[src/rtl/mine_placer.sv]
// mine_placer: fills a CELLS-cell mine map with exactly MINES distinct mines
// when a placement is requested, then pulses out_place_done for one cycle.
// Randomness comes from a free-running 9-bit Fibonacci LFSR. Candidates that
// fall off the board or hit an existing mine are rejected and redrawn.
// Optional feature macro: MINE_SAFE_CELL_EN adds the in_safe port; that cell is
// never mined, which gives first-click safety.
module mine_placer #(
    parameter int         CELLS = 9,
    parameter int         MINES = 3,
    parameter logic [8:0] SEED  = 9'h1A5
) (
    input  logic             in_clka,
    input  logic             in_restart_n,
    input  logic             in_place,
`ifdef MINE_SAFE_CELL_EN
    input  logic [3:0]       in_safe,
`endif
    output logic [CELLS-1:0] out_mines,
    output logic             out_place_done,
    output logic             out_busy,
    output logic [3:0]       out_count
);

    typedef enum logic [1:0] {IDLE, CLEAR, DRAW, DONE} state_t;

    // An all-zero seed would lock the LFSR, so it is replaced by 1.
    localparam logic [8:0] SEED_INIT = (SEED == 9'd0) ? 9'h001 : SEED;
    localparam logic [4:0] CELLS_LIM = 5'(CELLS);
    localparam logic [3:0] MINES_TGT = 4'(MINES);

    state_t           state_reg, state_next;
    logic [8:0]       lfsr_reg, lfsr_next;
    logic [CELLS-1:0] mines_reg, mines_next;
    logic [3:0]       count_reg, count_next;

    logic [3:0]       cand;
    logic [15:0]      map_ext;
    logic [CELLS-1:0] cand_hot;
    logic             cand_ok;
    logic             safe_ok;
    logic             accept;

    // The candidate is the low nibble of the current (pre-shift) LFSR value.
    assign cand = lfsr_reg[3:0];

    // Pad the map to 16 entries so any nibble can index it; off-board
    // entries read as empty but are rejected by the range test anyway.
    genvar gi;
    generate
        for (gi = 0; gi < 16; gi++) begin : g_ext
            if (gi < CELLS) begin : g_cell
                assign map_ext[gi] = mines_reg[gi];
            end else begin : g_pad
                assign map_ext[gi] = 1'b0;
            end
        end
        for (gi = 0; gi < CELLS; gi++) begin : g_hot
            assign cand_hot[gi] = (cand == 4'(gi));
        end
    endgenerate

    assign cand_ok = ({1'b0, cand} < CELLS_LIM) && !map_ext[cand];

`ifdef MINE_SAFE_CELL_EN
    // A safe index at or beyond CELLS never matches an on-board candidate.
    assign safe_ok = (cand != in_safe);
`else
    assign safe_ok = 1'b1;
`endif

    assign accept = (state_reg == DRAW) && cand_ok && safe_ok;

    // State, LFSR and map registers; reset clears the map immediately.
    always_ff @(posedge in_clka or negedge in_restart_n) begin
        if (!in_restart_n) begin
            state_reg <= IDLE;
            lfsr_reg  <= SEED_INIT;
            mines_reg <= '0;
            count_reg <= '0;
        end else begin
            state_reg <= state_next;
            lfsr_reg  <= lfsr_next;
            mines_reg <= mines_next;
            count_reg <= count_next;
        end
    end

    // Next-state logic: LFSR always advances, map changes only in CLEAR/DRAW.
    always_comb begin
        state_next = state_reg;
        lfsr_next  = {lfsr_reg[7:0], lfsr_reg[8] ^ lfsr_reg[4]};
        mines_next = mines_reg;
        count_next = count_reg;
        case (state_reg)
            IDLE: begin
                if (in_place) begin
                    state_next = CLEAR;
                end
            end
            CLEAR: begin
                mines_next = '0;
                count_next = '0;
                state_next = DRAW;
            end
            DRAW: begin
                if (accept) begin
                    mines_next = mines_reg | cand_hot;
                    count_next = count_reg + 4'd1;
                    if (count_reg + 4'd1 == MINES_TGT) begin
                        state_next = DONE;
                    end
                end
            end
            DONE: begin
                state_next = IDLE;
            end
            default: begin
                state_next = IDLE;
            end
        endcase
    end

    assign out_mines      = mines_reg;
    assign out_count      = count_reg;
    assign out_busy       = (state_reg == CLEAR) || (state_reg == DRAW);
    assign out_place_done = (state_reg == DONE);

endmodule

[config.mk]
export PLATFORM = sky130hd
export DESIGN_NAME = mine_placer
export DESIGN_NICKNAME = d
export VERILOG_FILES = /design/src/rtl/mine_placer.sv
export SDC_FILE = /design/constraint.sdc
export NUM_CORES = 1
export LEC_CHECK = 0
export BUFFER_PORTS_ARGS = -buffer_cell sky130_fd_sc_hd__buf_4
export CAP_MARGIN = 20
export CORE_MARGIN = 8
export CORE_UTILIZATION = 50
export DETAILED_ROUTE_END_ITERATION = 8
export PLACE_DENSITY = 0.78
export SYNTH_ARGS = -nofsm -noshare
export SYNTH_HDL_FRONTEND = slang
export SYNTH_SLANG_ARGS = --single-unit
export TNS_END_PERCENT = 1
[constraint.sdc]
create_clock -name in_clka -period 1.7 [get_ports in_clka]
set_input_delay 0.17 -clock in_clka [delete_from_list [all_inputs] [get_ports in_clka]]
set_output_delay 0.17 -clock in_clka [all_outputs]
set_load 0.02 [all_outputs]
After elaboration in Yosys (flattened, before gate mapping)
Cells that the tools add are included.

$add $sub $neg: 1. $lt $le $gt $ge: 2. Equality and inequality tests: 15. Mux-type cells: 10. Bitwise operators: 2. Reductions and logical operators: 9.

Operator list (number): 9-bit one-hot mux with 2 select lines (1); 4-bit by 3-bit == test with 1-bit output (second input constant) (4); 4-bit by 2-bit == test with 1-bit output (second input constant) (3); 9-bit two-way mux (1); 9-bit OR (1); 2-bit one-hot mux with 4 select lines (1); 4-bit one-hot mux with 2 select lines (1); 2-bit two-way mux (3); 4-bit by 5-bit < comparator with 1-bit output (second input constant) (1); 4-bit by 1-bit adder with 4-bit output (second input constant) (1); 1-bit binary-select mux with 4-bit select (1); 2-bit == test (second input constant) (2); 4-bit by 1-bit == test with 1-bit output (second input constant) (1); 4-bit == test (second input constant) (1); 4-bit logical NOT (1); 4-bit < comparator (second input constant) (1); 4-bit two-way mux (1); 2-bit inequality test (second input constant) (2); 3-bit AND reduction (1); 2-bit by 1-bit == test with 1-bit output (second input constant) (1); 1-bit logical AND (2); 2-bit logical NOT (1); 2-bit by 1-bit inequality test with 1-bit output (second input constant) (1); 2-bit AND reduction (1); 5 further kinds (5).

Bits in registers: 24. Bits of input ports: 3. Output and inout bits: 15. Word-level logic and storage cells: 43.

Logic depth before layout (Yosys ltp)
Gate-level depths: netlist of the first run.

Depth after elaboration: 7. Mapped depth: 7. Gate-level depth less buffers: 6.

Worst setup path after synthesis of the first run
No wires, ideal clock.

Path type: register -> register. Start: reg lfsr_reg[2]. End: reg count_reg[2], in the netlist out_count[2]. Setup time: 0.126 ns. Arrival time: 1.628 ns. Required time: 1.574 ns. Slack: -0.054 ns. Stages on the path, launching flop included: 6. Path buffers: 1. Period minus slack after synthesis: 1.754 ns. Cell sequence: dfstp_2 > or3b_1 > o22ai_2 > buf_4 > nor3_1 > a221o_1.

Cells in the longest elaborated chain, start to end: 7. Elaborated cells on any way between the ends: 8. Those cells by class: order compare (1); eq/ne (1); mux (2); reduce/logical (4).

Ends and longest elaborated chain: start: declaration (RTL line 32) `logic [8:0] lfsr_reg, lfsr_next;`; start signal: assignment (RTL line 82) `lfsr_reg <= lfsr_next;`; 1-bit binary-select mux with 4-bit select (RTL line 62) `assign cand_ok = ({1'b0, cand} < CELLS_LIM) && !map_ext[cand];`; 1-bit two-way mux (implied by the code) (RTL line 62); 1-bit logical NOT (RTL line 62); 1-bit logical AND * (RTL line 62); 1-bit logical AND * (RTL line 71) `assign accept = (state_reg == DRAW) && cand_ok && safe_ok;`; 2-bit inequality test (no source line) *; 2-bit AND reduction (no source line) *; end signal: assignment (RTL line 84) `count_reg <= count_next;`; end: declaration (RTL line 34) `logic [3:0] count_reg, count_next;`.

Mark *: on every way between the ends. The rest lies on a longest branch, timed or not. The select of a mux whose other input is x is not followed. A chain may end at the register's enable or synchronous reset.

Worst setup path in the final report of the first run
Start: reg lfsr_reg[1]. End: reg count_reg[2], in the netlist out_count[2].

Same word-level chain as after synthesis.

==> results.json, run 1 <==
{
  "die_height_um": 66.5,
  "grt_use_total_pct": 13.6,
  "seqCellArea_sq_um": 608,
  "cp_num_buf_inv": 0,
  "path_delay_family": "compound AO/OA/AOI/OAI gates",
  "setup_viol": 14,
  "cts_sinks": 24,
  "worstPathArrival_ps": 2040,
  "hold_ws_ps": 278,
  "fin_crit_sh_pct": 108,
  "relSlewSlack_pct": 75.7,
  "rr_worst_depth": 4,
  "synthCells": 114,
  "cp.required_ps": 1910,
  "synth_nets": 122,
  "cts_buffers": 3,
  "nFillCells": 196,
  "clk_pin_slew_ps": 130,
  "p_leak_uw": 0.000713,
  "crit_fanout": 7,
  "path_cells": "o41ai_4 -> o221ai_4 -> o311a_1 -> a221o_1",
  "vias": 1002,
  "nets": 149,
  "drive_above_1_share_pct": 36.4,
  "cts-root-buf": "clkbuf_4",
  "ant_nets": 0,
  "status": "complete, but fails checks",
  "multi_input_area_sq_um": 663,
  "pre_cts_ws_ps": -217,
  "violations": "setup timing",
  "drc_errors": 0,
  "initial_core_util_pct": 51.9,
  "cp-startpoint": "lfsr_reg[1]",
  "dr.pass1.iters": 4,
  "synth-seq-cells": 24,
  "dr.first_iter.drc_count": 56,
  "drt-total-wl_mm": 2.68,
  "core_area_sq_um": 2450,
  "path_depth": 4,
  "tritoncts": "done",
  "setup.worst_path.start_class": "flip-flop",
  "grt.overflow.total": 0,
  "dp_hpwl_mm": 1.86,
  "synth_area_sq_um": 1270,
  "synth_cell_types": 37,
  "clock_latency_ps": 310,
  "yosys_warnings": 0,
  "grt_max_degree": 25,
  "peakVddDrop_v": 0.000416,
  "max_cap_viol_count": 0,
  "cellPowerDensity_nw_per_um2": 527,
  "rsz0062_at_grt": "true",
  "report.final.hold_viol_count": 0,
  "worstSetupEndpoint": "out_count[2]",
  "diodes": 0,
  "tightestPinTransition_ps": 354,
  "fin_setup_tns_ps": -1110,
  "port_buffers": 17,
  "die_w_um": 66.5,
  "max_stage_delay_ps": 480,
  "r2r_slack_ps": -140,
  "cts_buffer_depth": 2,
  "vias_per_cell": 5.89,
  "area_growth_pct": 25.4,
  "hold_path.class": "in2async",
  "num_rows": 18,
  "io_pins": 18,
  "synth_area_per_cell_sq_um": 11.2,
  "post-place-cells": 162,
  "synth_seq_area_share_pct": 47.6,
  "fin_ws_ps": -136,
  "fin_skew_ps": 4.81,
  "max_clock_freq_mhz": 545,
  "drv_slew": 0,
  "rr_endpoint": "out_count[2]",
  "post-route-min-period_ps": 1840,
  "antenna_found_initial": 0,
  "stdcell_count": 170,
  "critical_path_class": "reg2reg",
  "dieArea_sq_um": 4420,
  "place.gp.congestion": 0.865,
  "grt_pass1_wl_mm": 4.81,
  "rr_startpoint": "lfsr_reg[1]",
  "wl_per_cell_um": 15.8,
  "grt_pass1_vias": 1071,
  "critPathCaptureType": "flip-flop",
  "crit_slowest_cell": "dfrtp_2",
  "cts.htree.levels": 1
}
## metal layers
layer / routed length (um) / global-route usage, % / up-vias
li1: - / - / 481
met1: 1240 / 15.9 / 486
met2: 1260 / 22.9 / 31
met3: 167 / 3.69 / 4
met4: 19 / 5.87 / 0
met5: 0 / 0 / -
## stage by stage
stage                     util, %  instance area [sq um]  total power (uW)
after floorplan                 -                   1280               582
after global placement       59.7                   1470               596
after detailed placement     59.7                   1470               597
after CTS                    63.5                   1560               852
after global routing         65.1                   1600               884
final                        65.1                   1600               841
## power breakdown
part	leakage, uW	total, uW	switching (uW)	internal, uW
clock network	0.0000150	254	163	91.5
registers	0.000300	571	0	571
logic	0.000399	15.9	11.1	4.80
total	0.000713	841	174	668
## worst min path at each step
stage	depth (start not counted)	slack, ps	startpoint	end
detailed placement	1	90	in_restart_n	state_reg[0]
finish	2	280	in_restart_n	out_count[2]
CTS	2	280	in_restart_n	out_count[0]
floorplan	0	-130	in_restart_n	lfsr_reg[1]
global route	2	290	in_restart_n	out_count[3]
global placement	1	80	in_restart_n	state_reg[0]
## cells in the final DEF (no fill, tap or decap), drive strengths merged, types with 3 or more instances in the layout
cell type,n
and4,3
buf,29
clkbuf,4
dfrtp,19
dfstp,5
ha,5
inv,5
mux2i,5
nand2,6
nand2b,5
nand3,5
nand4,3
nor2,4
nor3,6
o21a,9
o221ai,3
## cell usage after synthesis
cell type | count | area (sq um)
dfrtp_1 | 19 | 475
o21a_1 | 9 | 67.6
nand2_1 | 6 | 22.5
nor3_1 | 6 | 30.0
dfstp_2 | 5 | 131
ha_1 | 5 | 62.6
inv_1 | 5 | 18.8
mux2i_1 | 5 | 50.1
nand2b_1 | 5 | 31.3
nand3_1 | 5 | 25.0
nor2_1 | 4 | 15.0
and4_1 | 3 | 26.3
clkbuf_1 | 3 | 11.3
nand4_1 | 3 | 18.8
buf_4 | 2 | 15.0
buf_6 | 2 | 22.5
nor2b_1 | 2 | 12.5
nor4_1 | 2 | 12.5
o221a_2 | 2 | 22.5
o221ai_1 | 2 | 17.5
o311ai_1 | 2 | 17.5
or3b_1 | 2 | 17.5
a221o_1 | 1 | 10.0
a31oi_1 | 1 | 6.26
buf_1 | 1 | 3.75
nand3b_1 | 1 | 7.51
nand4b_1 | 1 | 8.76
o2111ai_1 | 1 | 8.76
o221ai_2 | 1 | 15.0
o22a_1 | 1 | 8.76
o22ai_2 | 1 | 12.5
o311a_1 | 1 | 10.0
o31ai_1 | 1 | 7.51
o41ai_4 | 1 | 27.5
or3_1 | 1 | 6.26
xnor2_1 | 1 | 8.76
xor2_1 | 1 | 8.76
## cell type report
class	instances	share of cell area (%)
multi-input combinational	77	41.5
clock buffer	4	1.64
timing repair buffer	30	15.3
inverter	5	1.17
tap	30	2.35
sequential	24	38.1
## cells by family after synthesis
kind of cell / share of synthesized area [%]
buffers and inverters: 5.60
AND/OR/NAND/NOR: 18.4
flip-flops: 47.6
multiplexers: 3.93
XOR/XNOR: 1.38
adder cells (fa/ha/maj): 4.91
AO/OA/AOI/OAI: 18.2
## what timing repair did
action                                  4_1_cts  5_1_grt
resized for setup                             7        7
cloned                                        0        0
hold endpoints to repair                     19        0
endpoints found under the setup margin       15       16
setup buffers                                 3        0
hold buffers                                  1        0
pin swaps                                     1        1
(Power assumes the default switching activity.)
==> run 2, diff against run 1 <==
CELL_PAD_IN_SITES_DETAIL_PLACEMENT = 1   (was default)
CELL_PAD_IN_SITES_GLOBAL_PLACEMENT = 1   (was default)
CORE_ASPECT_RATIO = 2   (was default)
CORE_UTILIZATION = 40   (was 50)
==> run 2 against run 1 <==
Critical endpoint unchanged. Largest cell class unchanged. Largest power group unchanged. Sequential power about the same. Routed wire length is 33% higher. Global-route usage grew 0.44 points. Clock power up 33%. Critical path depth up 1. Sequential cell count unchanged. The flow still finishes with violations (setup timing). Sequential share of layout area is 2.3 points lower. Setup slack lost 29 ps. Register-to-register slack lost 30 ps. Combinational power increased by 4%.
==> results.json, run 2 (same netlist as run 1, synthesis figures left out) <==
{
  "status": "complete, but fails checks",
  "violations": "setup timing",
  "layout_commonest_cell": "buf_4",
  "antenna_found_initial": 0,
  "area_growth_pct": 33.4,
  "drive_above_1_share_pct": 39.2,
  "die_height_um": 95.8,
  "tightestPinTransition_ps": 411,
  "hold_path.class": "in2async",
  "port_buffers": 17,
  "p_leak_uw": 0.000755,
  "p_total_uw": 927,
  "fin_setup_tns_ps": -1130,
  "grt_pass1_vias": 1178,
  "cp_num_buf_inv": 1,
  "relSlewSlack_pct": 72.6,
  "dr.first_iter.drc_count": 24,
  "cts_sinks": 24,
  "core_area_sq_um": 3120,
  "nets": 157,
  "report.final.hold_viol_count": 0,
  "io_pins": 18,
  "r2r_slack_ps": -170,
  "diodes": 0,
  "clock_latency_ps": 270,
  "rsz0062_at_grt": "true",
  "initial_core_util_pct": 40.8,
  "dieArea_sq_um": 5360,
  "post-route-min-period_ps": 1870,
  "vias": 1062,
  "critical_path_class": "reg2reg",
  "rr_startpoint": "lfsr_reg[2]",
  "rr_worst_depth": 5,
  "clk_pin_slew_ps": 80,
  "worstPathArrival_ps": 2020,
  "dr.pass1.iters": 4,
  "nFillCells": 341,
  "cellPowerDensity_nw_per_um2": 546,
  "critPathCaptureType": "flip-flop",
  "fin_skew_ps": 7.29,
  "tritoncts": "done",
  "fin_ws_ps": -165,
  "max_stage_delay_ps": 400,
  "place.gp.congestion": 0.855,
  "max_clock_freq_mhz": 536,
  "cts.htree.levels": 1,
  "cts_buffers": 3,
  "cts-root-buf": "clkbuf_8",
  "max_cap_viol_count": 0,
  "cp-startpoint": "lfsr_reg[2]",
  "drt-total-wl_mm": 3.56,
  "grt_use_total_pct": 14.1,
  "wl_per_cell_um": 19.9,
  "num_rows": 29,
  "peakVddDrop_v": 0.000599,
  "path_cells": "buf_6 -> o41ai_4 -> o221ai_4 -> o311a_1 -> a221o_1",
  "grt.overflow.total": 0,
  "setup_viol": 15,
  "vias_per_cell": 5.93,
  "setup.worst_path.start_class": "flip-flop",
  "cts_buffer_depth": 2,
  "path_delay_family": "compound AO/OA/AOI/OAI gates",
  "final_cell_mix": "buf_4, dfrtp_1, o21a_1",
  "grt_max_degree": 25,
  "crit_slowest_cell": "o41ai_4",
  "drv_slew": 0,
  "crit_fanout": 6,
  "die_w_um": 55.9,
  "drc_errors": 0,
  "dp_hpwl_mm": 2.53,
  "cp.required_ps": 1850,
  "ant_nets": 0,
  "grt_pass1_wl_mm": 5.98,
  "path_depth": 5,
  "fin_crit_sh_pct": 110
}
## run 2: repair_timing
action / 4_1_cts / 5_1_grt
gates resized for setup: 17 / 0
hold endpoints to repair: 19 / 0
setup endpoints to repair: 15 / 15
hold buffers: 1 / 0
cloned: 1 / 0
pin swaps: 2 / 0
setup buffers: 3 / 0
## run 2: final cells by class
| class | instances | area, sq um | area share, % |
|---|---|---|---|
| inverter | 5 | 18.8 | 1.10 |
| multi-input combinational | 78 | 701 | 41.2 |
| sequential | 24 | 608 | 35.8 |
| timing repair buffer | 37 | 288 | 16.9 |
| tap | 31 | 38.8 | 2.28 |
| clock buffer | 4 | 45.0 | 2.65 |
## run 2: metal layers
| metal | global-route usage (%) | share of wire [%] | vias up |
|---|---|---|---|
| met5 | 0 | 0 | - |
| met4 | 5.24 | 1.7 | 0 |
| met3 | 2.77 | 2.5 | 6 |
| met2 | 29.3 | 61 | 12 |
| met1 | 12.6 | 35 | 546 |
| li1 | - | - | 498 |
## run 2: final timing paths
check	to
worst max-delay path	out_count[2]
worst min-delay path	lfsr_reg[4]
worst max register to register	out_count[2]
worst min register to register	lfsr_reg[8]
max in group asynchronous	lfsr_reg[7]
min in group in_clka	lfsr_reg[8]
## run 2: per-stage QoR
| step | cells | area, sq um | setup WS, ps | util (%) | hold slack [ps] |
|---|---|---|---|---|---|
| 6_report | 179 | 1700 | -165 | 54.5 | 337 |
| 5_1_grt | 179 | 1700 | -224 | 54.5 | 349 |
| 4_1_cts | 179 | 1700 | -150 | 54.5 | 333 |
| 3_5_place_dp | 170 | 1510 | -272 | 48.3 | 86.4 |
| 3_3_place_gp | 170 | 1510 | -189 | 48.3 | 78.8 |
| 2_1_floorplan | 114 | 1280 | -42.4 | - | -126 |
## run 2: power breakdown
part / leakage, uW / switching, uW / internal (uW)
sequential: 0.000300 / 0 / 571
clock: 0.0000228 / 172 / 168
combinational: 0.000433 / 11.8 / 4.80
total: 0.000755 / 184 / 743
